$ cat src/rtl/weight_read_ctrl.sv
// weight_read_ctrl: sequences one neuron's weight-memory reads and pairs each input sample with its weight.
// Latency: a sample accepted in cycle t is presented as a pair in cycle t+2; one pair per cycle sustained.
// Backpressure: out_ready low holds the output register; in_ready drops once p1 and the output are both full.
// Optional build macro WEIGHT_LOAD_EN adds an IDLE-only weight write path towards the memory.
module weight_read_ctrl #(
  parameter int numWeight    = 784,
  parameter int addressWidth = 10,
  parameter int dataWidth    = 16
) (
  input  logic                  clk,
  input  logic                  rst,
  input  logic                  start,
  output logic                  busy,
  output logic                  done,
  input  logic                  in_valid,
  input  logic [dataWidth-1:0]  in_data,
  output logic                  in_ready,
  output logic                  mem_ren,
  output logic [addressWidth:0] mem_raddr,
  input  logic [dataWidth-1:0]  mem_wout,
  output logic                  out_valid,
  output logic [dataWidth-1:0]  out_data,
  output logic [dataWidth-1:0]  out_weight,
  output logic                  out_last,
  input  logic                  out_ready
`ifdef WEIGHT_LOAD_EN
  ,
  input  logic                  wr_en,
  input  logic [addressWidth:0] wr_addr,
  input  logic [dataWidth-1:0]  wr_data,
  output logic                  mem_wen,
  output logic [addressWidth:0] mem_waddr,
  output logic [dataWidth-1:0]  mem_win,
  output logic                  wr_err
`endif
);

  localparam logic [1:0] S_IDLE  = 2'd0;
  localparam logic [1:0] S_RUN   = 2'd1;
  localparam logic [1:0] S_DRAIN = 2'd2;

  localparam logic [addressWidth:0] LAST_ADDR = (addressWidth+1)'(numWeight - 1);

  logic [1:0]            state_q, state_d;
  logic [addressWidth:0] cnt_q, cnt_d;
  logic                  done_q, done_d;
  logic                  p1_valid_q, p1_valid_d;
  logic [dataWidth-1:0]  p1_data_q, p1_data_d;
  logic                  p1_last_q, p1_last_d;
  logic                  out_valid_q, out_valid_d;
  logic [dataWidth-1:0]  out_data_q, out_data_d;
  logic [dataWidth-1:0]  out_weight_q, out_weight_d;
  logic                  out_last_q, out_last_d;

  logic accept;
  logic p1_move;
  logic out_fire;

  // Handshakes: a read is issued only on acceptance, so a stalled p1 keeps mem_wout valid.
  always_comb begin
    in_ready  = (state_q == S_RUN) && !(p1_valid_q && out_valid_q && !out_ready);
    accept    = in_valid && in_ready;
    p1_move   = p1_valid_q && (!out_valid_q || out_ready);
    out_fire  = out_valid_q && out_ready;
    mem_ren   = accept;
    mem_raddr = accept ? cnt_q : '0;
  end

  // Pass sequencing: address counter saturates at the last address; done marks the last handshake.
  always_comb begin
    state_d = state_q;
    cnt_d   = cnt_q;
    done_d  = 1'b0;
    case (state_q)
      S_IDLE: begin
        if (start) begin
          state_d = S_RUN;
          cnt_d   = '0;
        end
      end
      S_RUN: begin
        if (accept) begin
          if (cnt_q == LAST_ADDR) state_d = S_DRAIN;
          else                    cnt_d   = cnt_q + 1'b1;
        end
      end
      S_DRAIN: begin
        if (out_fire && out_last_q) begin
          state_d = S_IDLE;
          done_d  = 1'b1;
        end
      end
      default: state_d = S_IDLE;
    endcase
  end

  // Two-stage pipe: p1 waits out the memory latency, the output register pairs data with weight.
  always_comb begin
    p1_valid_d   = p1_valid_q;
    p1_data_d    = p1_data_q;
    p1_last_d    = p1_last_q;
    out_valid_d  = out_valid_q;
    out_data_d   = out_data_q;
    out_weight_d = out_weight_q;
    out_last_d   = out_last_q;
    if (p1_move) begin
      out_valid_d  = 1'b1;
      out_data_d   = p1_data_q;
      out_weight_d = mem_wout;
      out_last_d   = p1_last_q;
      p1_valid_d   = 1'b0;
    end else if (out_fire) begin
      out_valid_d  = 1'b0;
    end
    if (accept) begin
      p1_valid_d = 1'b1;
      p1_data_d  = in_data;
      p1_last_d  = (cnt_q == LAST_ADDR);
    end
  end

  // State registers; reset aborts any pass and discards in-flight pairs.
  always_ff @(posedge clk or posedge rst) begin
    if (rst) begin
      state_q      <= S_IDLE;
      cnt_q        <= '0;
      done_q       <= 1'b0;
      p1_valid_q   <= 1'b0;
      p1_data_q    <= '0;
      p1_last_q    <= 1'b0;
      out_valid_q  <= 1'b0;
      out_data_q   <= '0;
      out_weight_q <= '0;
      out_last_q   <= 1'b0;
    end else begin
      state_q      <= state_d;
      cnt_q        <= cnt_d;
      done_q       <= done_d;
      p1_valid_q   <= p1_valid_d;
      p1_data_q    <= p1_data_d;
      p1_last_q    <= p1_last_d;
      out_valid_q  <= out_valid_d;
      out_data_q   <= out_data_d;
      out_weight_q <= out_weight_d;
      out_last_q   <= out_last_d;
    end
  end

  assign busy       = (state_q != S_IDLE);
  assign done       = done_q;
  assign out_valid  = out_valid_q;
  assign out_data   = out_data_q;
  assign out_weight = out_weight_q;
  assign out_last   = out_last_q;

`ifdef WEIGHT_LOAD_EN
  logic                  mem_wen_q, mem_wen_d;
  logic [addressWidth:0] mem_waddr_q, mem_waddr_d;
  logic [dataWidth-1:0]  mem_win_q, mem_win_d;
  logic                  wr_err_q, wr_err_d;

  // Loads reach the memory only while idle so they never race a read pass.
  always_comb begin
    mem_wen_d   = wr_en && (state_q == S_IDLE);
    mem_waddr_d = mem_waddr_q;
    mem_win_d   = mem_win_q;
    wr_err_d    = wr_en && (state_q != S_IDLE);
    if (mem_wen_d) begin
      mem_waddr_d = wr_addr;
      mem_win_d   = wr_data;
    end
  end

  // Registered write port towards the memory.
  always_ff @(posedge clk or posedge rst) begin
    if (rst) begin
      mem_wen_q   <= 1'b0;
      mem_waddr_q <= '0;
      mem_win_q   <= '0;
      wr_err_q    <= 1'b0;
    end else begin
      mem_wen_q   <= mem_wen_d;
      mem_waddr_q <= mem_waddr_d;
      mem_win_q   <= mem_win_d;
      wr_err_q    <= wr_err_d;
    end
  end

  assign mem_wen   = mem_wen_q;
  assign mem_waddr = mem_waddr_q;
  assign mem_win   = mem_win_q;
  assign wr_err    = wr_err_q;
`endif

endmodule

$ cat config.mk
export PLATFORM = sky130hd
export DESIGN_NAME = weight_read_ctrl
export DESIGN_NICKNAME = d
export VERILOG_FILES = /design/src/rtl/weight_read_ctrl.sv
export SDC_FILE = /design/constraint.sdc
export NUM_CORES = 1
export LEC_CHECK = 0
export ABC_AREA = 0
export CORE_MARGIN = 4
export CORE_UTILIZATION = 40
export CTS_BUF_LIST = sky130_fd_sc_hd__clkbuf_4
export CTS_CLUSTER_DIAMETER = 30
export DETAILED_ROUTE_END_ITERATION = 16
export PLACE_DENSITY = 0.7
export SLEW_MARGIN = 5
export SYNTH_ARGS = -nofsm -noshare
export SYNTH_HDL_FRONTEND = slang
export SYNTH_SLANG_ARGS = --single-unit
$ cat constraint.sdc
create_clock -name clk -period 3.8 [get_ports clk]
set_clock_uncertainty 0.2 [all_clocks]
set_input_delay 0.38 -clock clk [delete_from_list [all_inputs] [get_ports clk]]
set_output_delay 0.38 -clock clk [all_outputs]
set_load 0.01 [all_outputs]
Word-level counts from Yosys, hierarchy flattened
Cells that the tools add are included.

Bits in registers: 66. Input bits: 37. Output and inout port bits: 49. Word-level logic and storage cells: 53.

$add $sub $neg: 1. Eq/ne operators: 8. Multiplexer cells: 16. Reduce and logical (&&, ||, !) cells: 18.

Operators with widths (count): $mux W11 (4); $pmux W11 S2 (1); $add A11 B1 Y11 const B (1); $eq A11 B10 Y1 const B (1); $mux W2 (4); $ne A2 B2 Y1 const B (4); $reduce_and A4 Y1 (2); $reduce_bool A2 Y1 (4); $logic_and A1 B1 Y1 (7); $mux W1 (6); $pmux W2 S3 (1); $logic_not A1 Y1 (3); $eq A2 B1 Y1 const B (1); $eq A2 B2 Y1 const B (1); $logic_not A2 Y1 (1); $ne A2 B1 Y1 const B (1); $logic_or A1 B1 Y1 (1).

Depth between registers and ports, before layout
Depth after elaboration: 7. Depth in mapped cells: 6. Mapped depth without buffers: 5.

Least setup slack after synthesis
No wires, ideal clock.

Kind: flip-flop to flip-flop. Start point: register cnt_q[0]. End point: register cnt_q[10]. Library setup time: 0.069 ns. Arrival: 1.659 ns. Data required time: 3.531 ns. Slack: 1.872 ns. Cell stages (with the launch flop): 6. Buffers on the path: 0. Period minus slack after synthesis: 1.928 ns. Path through: dfrtp_1 > ha_1 > nand3_1 > or4_1 > or4_1 > nand3_1.

Longest elaborated chain between the ends: 4. Elaborated cells between the ends (all ways): 7. Those cells by class: add/sub (1); eq/ne (2); mux (3); reduce/logical (1).

RTL lines: from (decl) (RTL line 45) `logic [addressWidth:0] cnt_q, cnt_d;`; from (signal assigned) (RTL line 137) `cnt_q <= cnt_d;`; $add A11 B1 Y11 (RTL line 84) `else cnt_d = cnt_q + 1'b1;`; $mux W11 (RTL line 83) `if (cnt_q == LAST_ADDR) state_d = S_DRAIN;`; $mux W11 (RTL line 82) `if (accept) begin`; $pmux W11 S2 (RTL line 74) `case (state_q)`.

Parallel ways exist; a longest one is shown, timed or not. The select of a mux whose other input is x is not followed. A chain may end at the register's enable or synchronous reset.

Final worst setup path
Start point: register state_q[1]. End point: output port mem_raddr[10].

Longest elaborated chain between the ends: 4.

RTL lines: from (decl) (RTL line 44) `logic [1:0] state_q, state_d;`; from (signal assigned) (RTL line 136) `state_q <= state_d;`; $eq A2 B1 Y1 (RTL line 61) `in_ready = (state_q == S_RUN) && !(p1_valid_q && out_valid_q && !out_ready);`; $logic_and A1 B1 Y1 (RTL line 61); $logic_and A1 B1 Y1 (RTL line 62) `accept = in_valid && in_ready;`; $mux W11 (RTL line 66) `mem_raddr = accept ? cnt_q : '0;`; to (decl) (RTL line 19) `output logic [addressWidth:0] mem_raddr,`.

No other way between the ends.

==> impl_results.md <==
- Slowest stage delay, CP: 0.54 ns
- Worst-margin pin slew: 0.883 ns
- Placed insts: 420
- Post-route ant nets: 0
- TritonCTS buffer count: 9
- Synthesis-stage register bit count: 66
- WL per Instance: 14.4 um
- CP Max Fanout: 15
- Max-capacitance violation count: 0
- Number of global-route vias before repair: 2092
- Leak Pwr: 1.79 nW
- Yosys warns: 0
- Tightest Hold Check Type: input port to async pin
- Vias: 2070
- Core ar.: 6790 sq um
- Gr usage total: 16.0%
- # IOs: 86
- Setup_tns: 0 ns
- Period utilisation layout: 86.9%
- Area added between synthesis and finish: 41.1%
- Synth cell count leaders: dfrtp_1 (66), nand2_1 (63), mux2_2 (33)
- Clk slew on worst S/H paths: 0.11 ns
- Net count after synthesis: 281
- Initial antenna violation count: 0
- DR pass1 iterations: 4
- CTS sink count: 66
- H-tree levels: 3
- Setup CP Type: flip-flop to primary output
- First-pass GRT wire length: 10600 um
- Buffers on Ports: 85
- CP endpoint kind: primary output
- Worst slew margin: 41.0%
- Clk buf depth: 2
- Overflow left after global routing: 0
- Share of the synthesized area in the top cell type: 59.2%
- GR Util met2: 25.4%
- Initial Utilization: 41.1%
- Top post-synthesis cells by area: dfrtp_1 (59%), mux2_2 (13%), nand2_1 (8.5%)
- Site Rows: 30
- Final non-filler cell total: 436
- Avg Inst Size Synth: 11.5 sq um
- Die X-Extent: 91.5 um
- CP Buf/Inv Count: 3
- Sequential area share after synthesis: 59.2%
- Chip height: 91.5 um
- Post-CTS setup buffer count: 0
- Post-synth top area cell: dfrtp_1
- CTS tree: done
- Outcome: finished, final reports clean
- Mapped cell area: 2790 sq um
- Number of synthesized flops with an enable pin: 0
- GR Util met1: 21.2%
- Async S/R FF share, synth: 100%
- Met3 Usage GRT: 4.97%
- CTS resizes: 0
- Largest net degree at the start of global routing: 45
- Primary flip-flop cell chosen by synthesis mapping: dfrtp_1
- Final setup violation count: 0
- Detail Placement HPWL: 4530 um
- Initial detailed-routing violation count: 57
- Die area: 8380 sq um
- Count leader, synth: dfrtp_1
- Unrepaired setup endpoints after global routing: false
- GRT busiest layer: met2
- Wirelength, routed: 6290 um
- Yosys cell types: 37
- Crit-path slowest cell: clkdlybuf4s50_1
- # nets final: 373
- Ratio of cells with drive above 1 in the final layout: 18.8%
- Endpoints failing hold: 0
- Antenna diode count: 0
- Worst setup SP type: flip-flop
- Min Tclk post-route: 3.30 ns
- Final Max Tran Viols: 0
- Final Power: 3.02 mW
- Cell Chain, Critical Path: and2b_1 -> nand3_1 -> inv_1 -> buf_4 -> and2_1 -> clkdlybuf4s50_1
- Pwr dens: 767 nW/um^2
- Clk Latency, worst-skew pair: 0.39 ns
- Hold Buf Count CTS: 0
- Post-Syn Instances: 243
- DRC viols: 0
- Routed vias/inst: 4.75
- Placer Congestion: 0.773
- Cell family with most CP delay: buffers and inverters
- WP data arrival: 2.72 ns
- WP data required: 3.22 ns
- VDD IR-drop max: 0.461 mV
- FMAX: 303 MHz
- Root Buffer: clkbuf_4
## stage by stage
stage	util [%]	setup slack (ns)	hold slack (ns)	cell area (sq um)
after floorplan	-	1.57	0.242	2790
after global placement	55.3	0.823	0.254	3750
after detailed placement	55.3	0.765	0.260	3750
after CTS	58.0	0.434	0.280	3940
after global routing	58.0	0.253	0.283	3940
final	58.0	0.498	0.280	3940
## layout by cell type (no fill, tap or decap), drive strengths merged, types with 2 or more instances in the layout
| master | instances |
|---|---|
| a21o | 3 |
| a21oi | 2 |
| a31oi | 7 |
| and2 | 11 |
| and3 | 2 |
| buf | 6 |
| bufinv | 3 |
| clkbuf | 11 |
| clkdlybuf4s50 | 85 |
| dfrtp | 66 |
| inv | 4 |
| mux2 | 33 |
| nand2 | 63 |
| nand2b | 3 |
| nand3 | 10 |
| nand3b | 2 |
| nor2 | 3 |
| nor3 | 3 |
| o21ai | 3 |
| or4 | 3 |
## cells by family (layout without fill, tap and decap cells)
group / Yosys count / count (layout) / synth area share (%)
and+or+nand+nor: 107 / 107 / 18.6
DFF: 66 / 66 / 59.2
muxes: 34 / 34 / 13.7
AOI/OAI and AO/OA: 21 / 21 / 5.65
buffers and inverters: 14 / 111 / 2.42
adders and majority gates: 1 / 1 / 0.448
## metal layers
metal  part of all wire [%]  vias up
li1                       -     1014
met1                     45      995
met2                     49       55
met3                    4.6        6
met4                    1.2        0
met5                      0        -
## power breakdown
group | leakage, nW | switching (mW) | internal (mW) | total [mW]
clock | 0.0971 | 0.243 | 0.347 | 0.591
combinational | 0.875 | 0.522 | 0.712 | 1.23
sequential | 0.813 | 0.191 | 1.01 | 1.20
total | 1.79 | 0.957 | 2.06 | 3.02
## path summary, 6_finish.rpt
kind	startpoint	slack, ns	end	depth (start not counted)
max	state_q[1]	0.50	mem_raddr[10]	6
min reg2reg	p1_data_q[5]	0.28	p1_data_q[5]	2
max reg2reg	state_q[1]	1.61	cnt_q[3]	6
min in group clk	p1_data_q[5]	0.28	p1_data_q[5]	2
min	rst	0.28	out_data[7]	2
max in group asynchronous	rst	2.33	out_weight[11]	3
## worst register-to-register path, stage by stage (launching register included)
cell	delay, ns
dfrtp_1	0.42
and2b_1	0.46
nand3_1	0.17
inv_1	0.32
buf_4	0.27
a41oi_1	0.14
a31oi_1	0.15
## layout make-up
cell class                 instances  area [sq um]
inverter                           4          15.0
clock buffer                      11          82.6
sequential                        66          1650
clock inverter                     5           103
multi-input combinational        163          1070
tap                               96           120
fill                             600          2850
timing repair buffer              91           896
## state kept, by name (all words and copies together) (netlist names)
name        flops
cnt_q          11
done            1
p1_data_q      16
out_weight     16
out_data       16
p1_last_q       1
state_q         2
out_last        1
out_valid       1
p1_valid_q      1
No activity file was read; power rests on OpenSTA's default activity.
